==> src/rtl/doorlock_pkg.sv <==
// Shared definitions for the door-lock keypad front end: key/vector widths,
// the enter bit position, debounce FSM state encoding and a helper that
// classifies a captured key vector.
package doorlock_pkg;

  localparam int KEY_W     = 10;  // digit buttons 0..9
  localparam int VEC_W     = 11;  // {enter, digits}
  localparam int ENTER_IDX = 10;  // enter bit inside the vector

  typedef enum logic [2:0] {
    ST_IDLE       = 3'd0,
    ST_PRESS_DB   = 3'd1,
    ST_ACCEPT     = 3'd2,
    ST_HELD       = 3'd3,
    ST_RELEASE_DB = 3'd4
  } kd_state_e;

  typedef enum logic [1:0] {
    CAND_NONE  = 2'd0,
    CAND_DIGIT = 2'd1,
    CAND_ENTER = 2'd2,
    CAND_MULTI = 2'd3
  } cand_kind_e;

  // Single digit, enter alone, several buttons at once, or nothing.
  function automatic cand_kind_e classify(input logic [VEC_W-1:0] v);
    int unsigned ones;
    ones = 0;
    for (int i = 0; i < VEC_W; i++) begin
      ones = ones + {31'd0, v[i]};
    end
    if (ones == 0) begin
      return CAND_NONE;
    end else if (ones > 1) begin
      return CAND_MULTI;
    end else if (v[ENTER_IDX]) begin
      return CAND_ENTER;
    end else begin
      return CAND_DIGIT;
    end
  endfunction

endpackage

==> src/rtl/sync_2ff.sv <==
// Two-flop synchronizer for asynchronous button inputs, one pair of flops
// per bit, cleared by the asynchronous active-low reset.
module sync_2ff #(
  parameter int WIDTH = 1
) (
  input  logic             clock,
  input  logic             reset,
  input  logic [WIDTH-1:0] d_i,
  output logic [WIDTH-1:0] q_o
);

  logic [WIDTH-1:0] meta_q;
  logic [WIDTH-1:0] sync_q;

  // Two-stage resampling into the clock domain.
  always_ff @(posedge clock or negedge reset) begin
    if (!reset) begin
      meta_q <= '0;
      sync_q <= '0;
    end else begin
      meta_q <= d_i;
      sync_q <= meta_q;
    end
  end

  assign q_o = sync_q;

endmodule

==> src/rtl/keypad_debounce.sv <==
// Keypad debouncer: synchronizes ten digit buttons plus enter, debounces a
// press and its release, and reports each accepted press exactly once
// (key_valid for a digit, x for enter). Holding keys never repeats and a
// second key pressed during a hold is ignored.
// Optional feature macro KEYPAD_MULTIKEY_ERR_EN: when defined, an accepted
// multi-key press pulses err; otherwise such a press is silently dropped
// and err is tied low.
module keypad_debounce
  import doorlock_pkg::*;
#(
  parameter int DEBOUNCE_CYCLES = 4,
  parameter int CNT_W           = 8
) (
  input  logic             clock,
  input  logic             reset,
  input  logic [KEY_W-1:0] key_raw,
  input  logic             enter_raw,
  output logic [KEY_W-1:0] num,
  output logic             x,
  output logic             key_valid,
  output logic             err
);

  // Last count value of a debounce window; reaching it with the input still
  // stable completes the window, so the counter never needs to wrap.
  localparam logic [CNT_W-1:0] CNT_LAST = CNT_W'(DEBOUNCE_CYCLES - 1);
  localparam logic [CNT_W-1:0] CNT_ONE  = CNT_W'(1);

  logic [VEC_W-1:0] kv;

  kd_state_e        state_q, state_d;
  logic [VEC_W-1:0] cand_q, cand_d;
  logic [CNT_W-1:0] cnt_q, cnt_d;
  logic [KEY_W-1:0] num_q, num_d;
  logic             x_q, x_d;
  logic             key_valid_q, key_valid_d;
`ifdef KEYPAD_MULTIKEY_ERR_EN
  logic             err_q, err_d;
`endif

  sync_2ff #(
    .WIDTH (VEC_W)
  ) u_sync (
    .clock (clock),
    .reset (reset),
    .d_i   ({enter_raw, key_raw}),
    .q_o   (kv)
  );

  // State, candidate, counter and registered outputs.
  always_ff @(posedge clock or negedge reset) begin
    if (!reset) begin
      state_q     <= ST_IDLE;
      cand_q      <= '0;
      cnt_q       <= '0;
      num_q       <= '0;
      x_q         <= 1'b0;
      key_valid_q <= 1'b0;
`ifdef KEYPAD_MULTIKEY_ERR_EN
      err_q       <= 1'b0;
`endif
    end else begin
      state_q     <= state_d;
      cand_q      <= cand_d;
      cnt_q       <= cnt_d;
      num_q       <= num_d;
      x_q         <= x_d;
      key_valid_q <= key_valid_d;
`ifdef KEYPAD_MULTIKEY_ERR_EN
      err_q       <= err_d;
`endif
    end
  end

  // Debounce FSM. The pulse registers are loaded on the edge that enters
  // ACCEPT, so the pulse is high for exactly the one ACCEPT cycle and num
  // changes in that same cycle.
  always_comb begin
    state_d     = state_q;
    cand_d      = cand_q;
    cnt_d       = cnt_q;
    num_d       = num_q;
    x_d         = 1'b0;
    key_valid_d = 1'b0;
`ifdef KEYPAD_MULTIKEY_ERR_EN
    err_d       = 1'b0;
`endif
    unique case (state_q)
      ST_IDLE: begin
        if (kv != '0) begin
          cand_d  = kv;
          cnt_d   = '0;
          state_d = ST_PRESS_DB;
        end
      end
      ST_PRESS_DB: begin
        if (kv == '0) begin
          cnt_d   = '0;
          state_d = ST_IDLE;
        end else if (kv != cand_q) begin
          // Bounce or a changed combination: restart on the new value.
          cand_d = kv;
          cnt_d  = '0;
        end else if (cnt_q == CNT_LAST) begin
          cnt_d   = '0;
          state_d = ST_ACCEPT;
          case (classify(cand_q))
            CAND_DIGIT: begin
              num_d       = cand_q[KEY_W-1:0];
              key_valid_d = 1'b1;
            end
            CAND_ENTER: begin
              x_d = 1'b1;
            end
            CAND_MULTI: begin
`ifdef KEYPAD_MULTIKEY_ERR_EN
              err_d = 1'b1;
`endif
            end
            default: ;
          endcase
        end else begin
          cnt_d = cnt_q + CNT_ONE;
        end
      end
      ST_ACCEPT: begin
        cnt_d   = '0;
        state_d = ST_HELD;
      end
      ST_HELD: begin
        if (kv == '0) begin
          cnt_d   = '0;
          state_d = ST_RELEASE_DB;
        end
      end
      ST_RELEASE_DB: begin
        if (kv != '0) begin
          cnt_d   = '0;
          state_d = ST_HELD;
        end else if (cnt_q == CNT_LAST) begin
          cnt_d   = '0;
          state_d = ST_IDLE;
        end else begin
          cnt_d = cnt_q + CNT_ONE;
        end
      end
      default: begin
        cnt_d   = '0;
        state_d = ST_IDLE;
      end
    endcase
  end

  assign num       = num_q;
  assign x         = x_q;
  assign key_valid = key_valid_q;
`ifdef KEYPAD_MULTIKEY_ERR_EN
  assign err       = err_q;
`else
  assign err       = 1'b0;
`endif

endmodule

==> config.mk <==
export PLATFORM = sky130hd
export DESIGN_NAME = keypad_debounce
export DESIGN_NICKNAME = d
export VERILOG_FILES = /design/src/rtl/doorlock_pkg.sv /design/src/rtl/sync_2ff.sv /design/src/rtl/keypad_debounce.sv
export SDC_FILE = /design/constraint.sdc
export NUM_CORES = 1
export LEC_CHECK = 0
export ABC_AREA = 1
export CORE_MARGIN = 10
export CORE_UTILIZATION = 40
export DETAILED_ROUTE_END_ITERATION = 10
export HOLD_SLACK_MARGIN = 0.12
export SLEW_MARGIN = 40
export SYNTH_ARGS = -nofsm -noshare
export SYNTH_HDL_FRONTEND = slang
export SYNTH_HIERARCHICAL = 1
export SYNTH_SLANG_ARGS = --single-unit
==> constraint.sdc <==
create_clock -name clock -period 10.45 [get_ports clock]
set_clock_uncertainty 0.15 [all_clocks]
set_input_delay 2.6125 -clock clock [delete_from_list [all_inputs] [get_ports clock]]
set_output_delay 2.6125 -clock clock [all_outputs]
set_load 0.1 [all_outputs]
==> results of run 1 <==
[path summary, 6_finish.rpt]
check	slack, ns	startpoint	to
hold / removal	0.21	u_sync/meta_q[9]	u_sync/q_o[9]
min in group asynchronous	2.25	reset	cand_q[0]
max in group asynchronous	7.42	reset	cnt_q[7]
hold reg to reg	0.21	u_sync/meta_q[9]	u_sync/q_o[9]
setup / recovery	6.32	cand_q[0]	num[5]
setup reg to reg	6.32	cand_q[0]	num[5]
[per-stage QoR]
stage	std cells	total power (W)	hold slack [ns]	utilization
final	407	0.0008089	0.2091	0.4692
after global routing	407	0.0009051	0.2149	0.4692
after CTS	407	0.0008257	0.2122	0.4692
after detailed placement	399	0.0006932	0.1847	0.4541
after global placement	399	0.0006659	0.1822	0.4634
after floorplan	305	0.0006010	0.1812	-
[layer usage]
layer / share of wire / GRT usage / up-vias
li1: - / - / 1001
met1: 0.48 / 0.1464 / 931
met2: 0.42 / 0.1595 / 58
met3: 0.067 / 0.02834 / 10
met4: 0.022 / 0.04664 / 0
met5: 0 / 0 / -
[flip-flops by register name (all words and copies together), names as in the netlist]
name           count
cand_q            11
u_sync/meta_q     11
u_sync/q_o        11
num               10
cnt_q              8
state_q            3
key_valid          1
x                  1
[area by class of cell]
class	count	area share
Tap cell	77	0.03179
Sequential cell	56	0.4624
Clock inverter	3	0.009496
Clock buffer	5	0.02271
Inverter	46	0.05739
Timing Repair Buffer	25	0.06028
Multi-Input combinational cell	195	0.3559
[power breakdown]
group | switching [W] | total (W) | leakage, nW | internal, W
combinational | 0.000231 | 0.000391 | 0.894 | 0.000160
clock | 0.0000786 | 0.000129 | 0.0511 | 0.0000508
sequential | 0.0000401 | 0.000289 | 0.707 | 0.000249
[logic make-up (layout without fill, tap and decap cells)]
logic type | count (synthesis) | in the layout | share of synthesized area
XOR/XNOR | 9 | 9 | 0.02907
buffers and inverters | 54 | 79 | 0.08536
AO/OA/AOI/OAI | 15 | 15 | 0.02953
adder cells (fa/ha/maj) | 9 | 9 | 0.06091
AND/OR/NAND/NOR | 161 | 161 | 0.2769
flip-flops | 56 | 56 | 0.5168
other | 1 | 1 | 0.001383
[placed cells by master (no fill, tap or decap), types with 2 or more instances in the layout]
| master | n |
|---|---|
| nor3_1 | 5 |
| inv_6 | 2 |
| ha_1 | 2 |
| nand4_1 | 11 |
| nand2_1 | 85 |
| buf_2 | 13 |
| nand2_2 | 3 |
| inv_1 | 43 |
| clkbuf_8 | 5 |
| nand3_1 | 34 |
| clkdlybuf4s50_1 | 11 |
| o21ai_0 | 12 |
| o211ai_1 | 2 |
| xor2_1 | 9 |
| nor2_1 | 14 |
| nor2_2 | 3 |
| dfrtp_1 | 56 |
| fa_1 | 7 |
==> out/qor.txt, run 1 <==
outcome = finished, final reports clean
Detail Placement HPWL = 3683 um
FMAX = 242.1 MHz
async set-reset flop share out of synthesis = 1.000
crit-path cells = inv_1, fa_1, fa_1, fa_1, fa_1, fa_1, nor3b_1, nand3_1, nor2_2, nand4_2, nand2_1, nand2_1
Worst-Skew Late Latency = 0.32 ns
Hold Path Stages = 0
first-pass GRT wire length = 8963 um
crit end category = register
top cell type's share of synthesized area = 0.5168
Worst Path Required = 10.52 ns
Synth Instances = 305
RD Place Congestion = 0.8436
Hold Crit Class = reg2reg
Register Area = 0.001401 mm^2
antenna violations before repair = 0
fraction of layout cells with a size suffix above 1 = 0.1061
Post-CTS Hold Buffers = 0
Synth Warn # = 6
post-route cell area = 0.003030 mm^2
Placeable Area = 0.006459 mm^2
Routed WL = 5212 um
DRC Markers = 0
unrepaired setup endpoints after global routing = no
Vias = 2,000
cts bufs inserted = 5
CTS resizes = 0
buffers inserted by post-CTS timing repair = 0
crit-path leading delay family = adder cells
EDFF count, synth = 0
area of the multi-input gates = 0.001079 mm^2
sequential share of the synthesized area = 0.5168
Main synth FF type = dfrtp_1
crit share post-route = 0.3952
Critical Path Start Type = register
CTS root buf = clkbuf_8
GR Overflow Total = 0
DRT antenna net count = 0
Die Wd = 102.3 um
Synth cell types = 28
Fill cells = 637
CTS Buffer Depth = 2
Die H = 102.3 um
pre-CTS setup slack = 6.297 ns
Syn Nets = 327
Post-layout nets = 351
top-count cell post-synth = nand2_1
Worst EP arrival = 4.20 ns
Worst path depth = 12
Crit path top cell by count = fa_1
Clock Pin Slew Worst Setup and Hold Paths = 0.11 ns
Iteration-0 DRC Markers = 82
post-synthesis register bit count = 56
Commonest cells post-synth = nand2_1, dfrtp_1, inv_1
Via density = 4.914
I/O pins = 26
synthesis-to-layout area growth = 11.77%
relative slew slack = 0.4883
CTS tree = yes
htree depth = 2
Pins Over Slew Limit = 0
Rows = 29
Slew @ Worst Pin = 0.7634 ns
DR WL/cell = 12.81 um
clk sink count = 56
drt first pass iters = 5
GR Util All Layers = 0.1081
n_diodes = 0
Die ar. = 0.01047 mm^2
Port Buf Inserts = 24
Max Cap Viol = 0
Critical Path Max Stage Delay = 0.54 ns
top cells by area, synth = dfrtp_1, nand2_1, nand3_1, inv_1, fa_1
critical path class = reg2reg
maximum VDD drop = 112.6 uV
slowest cell on the critical path = fa_1
crit path max fanout = 11
Avg Cell Area, Syn = 8.890 um^2
FF-to-FF path depth = 12
Bufs and invs on worst path = 1
Syn Std Cell Area = 0.002711 mm^2
starting density of the core = 0.4198
Static Leak = 1.652 nW
final setup fails = 0
largest net degree at the start of global routing = 57
vias in the first global route = 1,896
area post-placement = 0.002933 mm^2
final worst slack = 6.320 ns
Fin Setup TNS = 0 ns
Power Density = 266.9 mW/mm^2
Tmin final = 4.130 ns
largest area contributor in the netlist = dfrtp_1
Final Hold Vio Count = 0
Power figures use the tool's default switching activity.
==> inputs of run 2 (changes only) <==
clock period = 3.5 ns   (was 10.45 ns; I/O delays follow)
==> run 2 against run 1 <==
- the flow now finishes with violations (setup timing)
- worst hold slack got worse by 0.0036 ns
- combinational power rose to 3.7 times the previous value
- cell area rose by 6.6%
- non-clock buffer count rose by 10
- wire length rose by 4.5%
- critical path type unchanged
- maximum frequency rose by 3.4%
- global-route usage rose by 0.29 points
- register-to-register slack got worse by 6.8 ns
- core utilization rose by 3.1 points
==> out/qor.txt, run 2 (synthesized netlist as in run 1, its figures left out) <==
outcome = finished, violations left
failing checks = setup timing
final worst slack = -0.4947 ns
unrepaired setup endpoints after global routing = yes
FMAX = 250.3 MHz
synthesis-to-layout area growth = 19.10%
worst reg2reg path endpoint = num[9]
number of placed cells counting well taps = 408
Hold Crit Class = reg2reg
Post-CTS Hold Buffers = 0
I/O pins = 26
Detail Placement HPWL = 3659 um
largest net degree at the start of global routing = 57
Worst EP arrival = 4.07 ns
htree depth = 2
GR Overflow Total = 0
Static Leak = 1.714 nW
critical path class = reg2reg
smallest hold slack = 0.2055 ns
total power draw = 0.002675 W
Vias = 2,051
Seq pwr share = 0.312
clk sink count = 56
crit end category = register
Clock Pin Slew Worst Setup and Hold Paths = 0.12 ns
CTS Buffer Depth = 2
Worst Path Required = 3.57 ns
sw frac = 0.4338
CTS tree = yes
maximum VDD drop = 474.9 uV
Fill cells = 621
Die ar. = 0.01047 mm^2
Die Wd = 102.3 um
Via density = 4.895
Iteration-0 DRC Markers = 129
combinational power share = 0.544
cts bufs inserted = 5
starting density of the core = 0.4198
crit share post-route = 1.141
Tmin final = 3.995 ns
Pins Over Slew Limit = 0
Routed WL = 5445 um
Slew @ Worst Pin = 0.8463 ns
commonest non-fill, non-tap cells in the layout = nand2_1, dfrtp_1, inv_1, nand3_1, buf_4
antenna violations before repair = 0
Post-layout nets = 363
Max Cap Viol = 0
Die H = 102.3 um
RD Place Congestion = 0.8278
Internal Pwr Total = 0.001515 W
Reg2Reg Launch Point = cand_q[5]
n_diodes = 0
Placeable Area = 0.006459 mm^2
setup slack, reg-to-reg = -0.49 ns
post-route cell area = 0.003229 mm^2
Power Density = 828.4 mW/mm^2
Worst Setup SP = cand_q[5]
Clk pwr share = 0.145
Final Hold Vio Count = 0
CTS root buf = clkbuf_8
area of the multi-input gates = 0.001170 mm^2
pre-CTS setup slack = -0.3707 ns
DRC Markers = 0
FF-to-FF path depth = 13
final setup fails = 12
Register Area = 0.001401 mm^2
DR WL/cell = 13.00 um
commonest non-fill, non-tap cell in the layout = nand2_1
Worst-Skew Late Latency = 0.33 ns
P_sw = 0.001161 W
relative slew slack = 0.4327
vias in the first global route = 1,979
Rows = 29
Port Buf Inserts = 24
Non-Filler Instances = 419
DRT antenna net count = 0
Worst Setup EP = num[9]
drt first pass iters = 6
GR Util All Layers = 0.1110
area post-placement = 0.003043 mm^2
Critical Path Start Type = register
fraction of layout cells with a size suffix above 1 = 0.1725
first-pass GRT wire length = 9335 um
crit path max fanout = 6
[run 2: changes by cell type in the layout (fill, tap and decap cells not counted), sizes merged]
cell and change:
buf +10, nand4 +1, nor2 +1
[run 2: how the worst min path moves through the flow]
stage,start,endpoint,slack (ns),cells past startpoint
detailed placement,u_sync/meta_q[3],u_sync/q_o[3],0.18,0
global route,u_sync/meta_q[8],u_sync/q_o[8],0.22,0
CTS,u_sync/meta_q[8],u_sync/q_o[8],0.21,0
floorplan,u_sync/meta_q[0],u_sync/q_o[0],0.18,0
global placement,u_sync/meta_q[6],u_sync/q_o[6],0.18,0
finish,u_sync/meta_q[10],u_sync/q_o[10],0.21,0
[run 2: layout make-up]
type,instances,area share
inverter,46,0.05463
multi-input combinational,197,0.3623
sequential,56,0.4339
clock buffer,5,0.02131
tap,77,0.02983
clock inverter,3,0.008911
timing repair buffer,35,0.08911
[run 2: what timing repair did]
item / CTS / global route
gates resized for setup: 2 / 10
buffers inserted: 1 / 0
setup endpoints to repair: 12 / 12
pin swaps: 1 / 4
gates cloned: 1 / 1
hold endpoints to repair: 0 / 0
[run 2: critical path, cell delays in order, from the launching register on]
cell and delay, ns:
dfrtp_1 0.42, fa_1 0.55, inv_1 0.05, fa_1 0.49, fa_1 0.44, fa_2 0.36
fa_2 0.52, nor3b_2 0.16, nand3_1 0.14, nor2_2 0.16, buf_4 0.16, nand4_4 0.13
nand2_1 0.13, nand2_1 0.05
[run 2: power groups by stage]
stage	Combinational (W)	Clock, W	Sequential [W]
3_5_place_dp	0.00133	0	0.000844
6_report	0.00145	0.000387	0.000834
3_3_place_gp	0.00130	0	0.000844
2_1_floorplan	0.00102	0	0.000839
4_1_cts	0.00140	0.000399	0.000831
5_1_grt	0.00174	0.000427	0.000852
[run 2: metrics by stage]
step,utilization,TNS (ns)
final,0.5000,-5.498
after global routing,0.5000,-8.098
after CTS,0.4915,-4.561
after detailed placement,0.4711,-4.211
after global placement,0.4711,-3.321
after floorplan,-,-1.807
[run 2: metal layers]
metal | share of wire | track usage | vias to the layer above
met1 | 0.47 | 0.1462 | 945
met3 | 0.064 | 0.02969 | 10
met5 | 0 | 0 | -
met4 | 0.019 | 0.04121 | 0
li1 | - | - | 1033
met2 | 0.45 | 0.1714 | 63
==> inputs of run 3 (changes only) <==
CORE_MARGIN = 1   (was 10)
MAX_ROUTING_LAYER = met4   (was not set)
==> run 3 against run 2 <==
- the run ends with DRC, setup timing left
- total power is 2.9% lower
- sequential power hardly changed
- flip-flop and latch count stayed put
- largest power group unchanged
==> out/qor.txt, run 3 (synthesized netlist as in run 1, its figures left out) <==
outcome = finished, violations left
failing checks = DRC, setup timing
Worst EP arrival = 3.95 ns
P_sw = 0.001106 W
Fin Setup TNS = -3.623 ns
hold worst-path end = u_sync/q_o[2]
FMAX = 260.8 MHz
crit share post-route = 1.096
Detail Placement HPWL = 3462 um
n_diodes = 0
crit end category = register
commonest non-fill, non-tap cells in the layout = nand2_1, dfrtp_1, inv_1, nand3_1, buf_4
DR WL/cell = 11.95 um
smallest hold slack = 0.2064 ns
CTS Buffer Depth = 2
Tmin final = 3.834 ns
I/O pins = 26
Power Density = 819.3 mW/mm^2
Hold Crit Class = reg2reg
DRT antenna net count = 0
Static Leak = 1.698 nW
relative slew slack = 0.5156
Pins Over Slew Limit = 0
first-pass GRT wire length = 8638 um
Via density = 4.691
Clock Pin Slew Worst Setup and Hold Paths = 0.10 ns
CTS tree = yes
Slew @ Worst Pin = 0.7227 ns
Internal Pwr Total = 0.001491 W
antenna violations before repair = 0
Non-Filler Instances = 418
FF-to-FF path depth = 13
area of the multi-input gates = 0.001116 mm^2
DRC Markers = 2
Die ar. = 0.007112 mm^2
Routed WL = 4994 um
starting density of the core = 0.4198
pre-CTS setup slack = -0.3937 ns
clk sink count = 56
commonest non-fill, non-tap cell in the layout = nand2_1
setup slack, reg-to-reg = -0.33 ns
Fill cells = 634
Die H = 84.33 um
Final Hold Vio Count = 0
CTS root buf = clkbuf_8
RD Place Congestion = 0.8383
Iteration-0 DRC Markers = 99
Critical Path Start Type = register
worst reg2reg path endpoint = num[3]
Post-layout nets = 362
GR Util All Layers = 0.1588
Worst Hold Launch = u_sync/meta_q[2]
GR Overflow Total = 0
fraction of layout cells with a size suffix above 1 = 0.1466
final setup fails = 12
Seq pwr share = 0.322
Worst Setup SP = cand_q[5]
Die Wd = 84.33 um
cts bufs inserted = 5
Rows = 29
htree depth = 2
Register Area = 0.001401 mm^2
drt first pass iters = 7
Max Cap Viol = 0
critical path class = reg2reg
Worst-Skew Late Latency = 0.31 ns
final worst slack = -0.3344 ns
Hold Path Stages = 0
combinational power share = 0.535
largest net degree at the start of global routing = 57
maximum VDD drop = 376.7 uV
sw frac = 0.4259
Worst Path Required = 3.61 ns
Clk pwr share = 0.143
Port Buf Inserts = 24
vias in the first global route = 1,896
unrepaired setup endpoints after global routing = yes
synthesis-to-layout area growth = 16.89%
crit path max fanout = 5
Vias = 1,961
Placeable Area = 0.006459 mm^2
Reg2Reg Launch Point = cand_q[5]
number of placed cells counting well taps = 408
run 3: cell count changes in the layout (fill, tap and decap cells not counted), sizes merged:
| cell | change |
|---|---|
| nand4 | -1 |
| inv | -1 |
| clkinvlp | +1 |
run 3: power by group through the flow:
stage / logic (W) / clock network (W) / registers (W)
2_1_floorplan: 0.00102 / 0 / 0.000839
3_3_place_gp: 0.00128 / 0 / 0.000842
3_5_place_dp: 0.00134 / 0 / 0.000847
4_1_cts: 0.00139 / 0.000388 / 0.000835
5_1_grt: 0.00159 / 0.000410 / 0.000850
6_report: 0.00139 / 0.000372 / 0.000836
run 3: how the worst max path moves through the flow:
stage	to	slack (ns)	cells past startpoint
2_1_floorplan	num[0]	-0.18	13
3_3_place_gp	num[3]	-0.30	12
3_5_place_dp	num[0]	-0.39	12
4_1_cts	num[3]	-0.34	13
5_1_grt	num[6]	-0.54	15
6_report	num[3]	-0.33	13
run 3: per-layer routing:
layer,vias to the layer above,wire length [um],GRT usage
met2,29,2334,0.2489
met5,-,0,-
met1,900,2446,0.2068
met4,0,94,0.06934
li1,1025,-,-
met3,7,119,0.02360
run 3: per-stage QoR:
| stage | power (W) | utilization | cell area [um^2] |
|---|---|---|---|
| global placement | 0.002122 | 0.4711 | 3043 |
| global route | 0.002851 | 0.4907 | 3169 |
| floorplan | 0.001855 | - | 2724 |
| CTS | 0.002617 | 0.4899 | 3164 |
| detailed placement | 0.002191 | 0.4711 | 3043 |
| finish | 0.002597 | 0.4907 | 3169 |
run 3: repair_timing:
item                                    in CTS  in global routing
gates resized for setup                      2                  1
setup buffers                                1                  0
hold buffers                                 0                  0
endpoints found under the setup margin      12                 12
cloned                                       1                  0
run 3: layout make-up:
class                      instances  area share
inverter                          46     0.05488
multi-input combinational        196      0.3522
tap                               77     0.03040
clock inverter                     3    0.007896
timing repair buffer              35     0.09080
clock buffer                       5     0.02171
sequential                        56      0.4422
run 3: critical path, cell delays in order, from the launching register on:
cell     delay [ns]
dfrtp_1        0.41
fa_1           0.53
inv_1          0.05
fa_1           0.49
fa_1           0.43
fa_2           0.37
fa_1           0.49
nor3b_2        0.15
nand3_1        0.13
nor2_4         0.17
inv_2          0.10
nor2_4         0.16
nand3_1        0.09
nand2_1        0.06
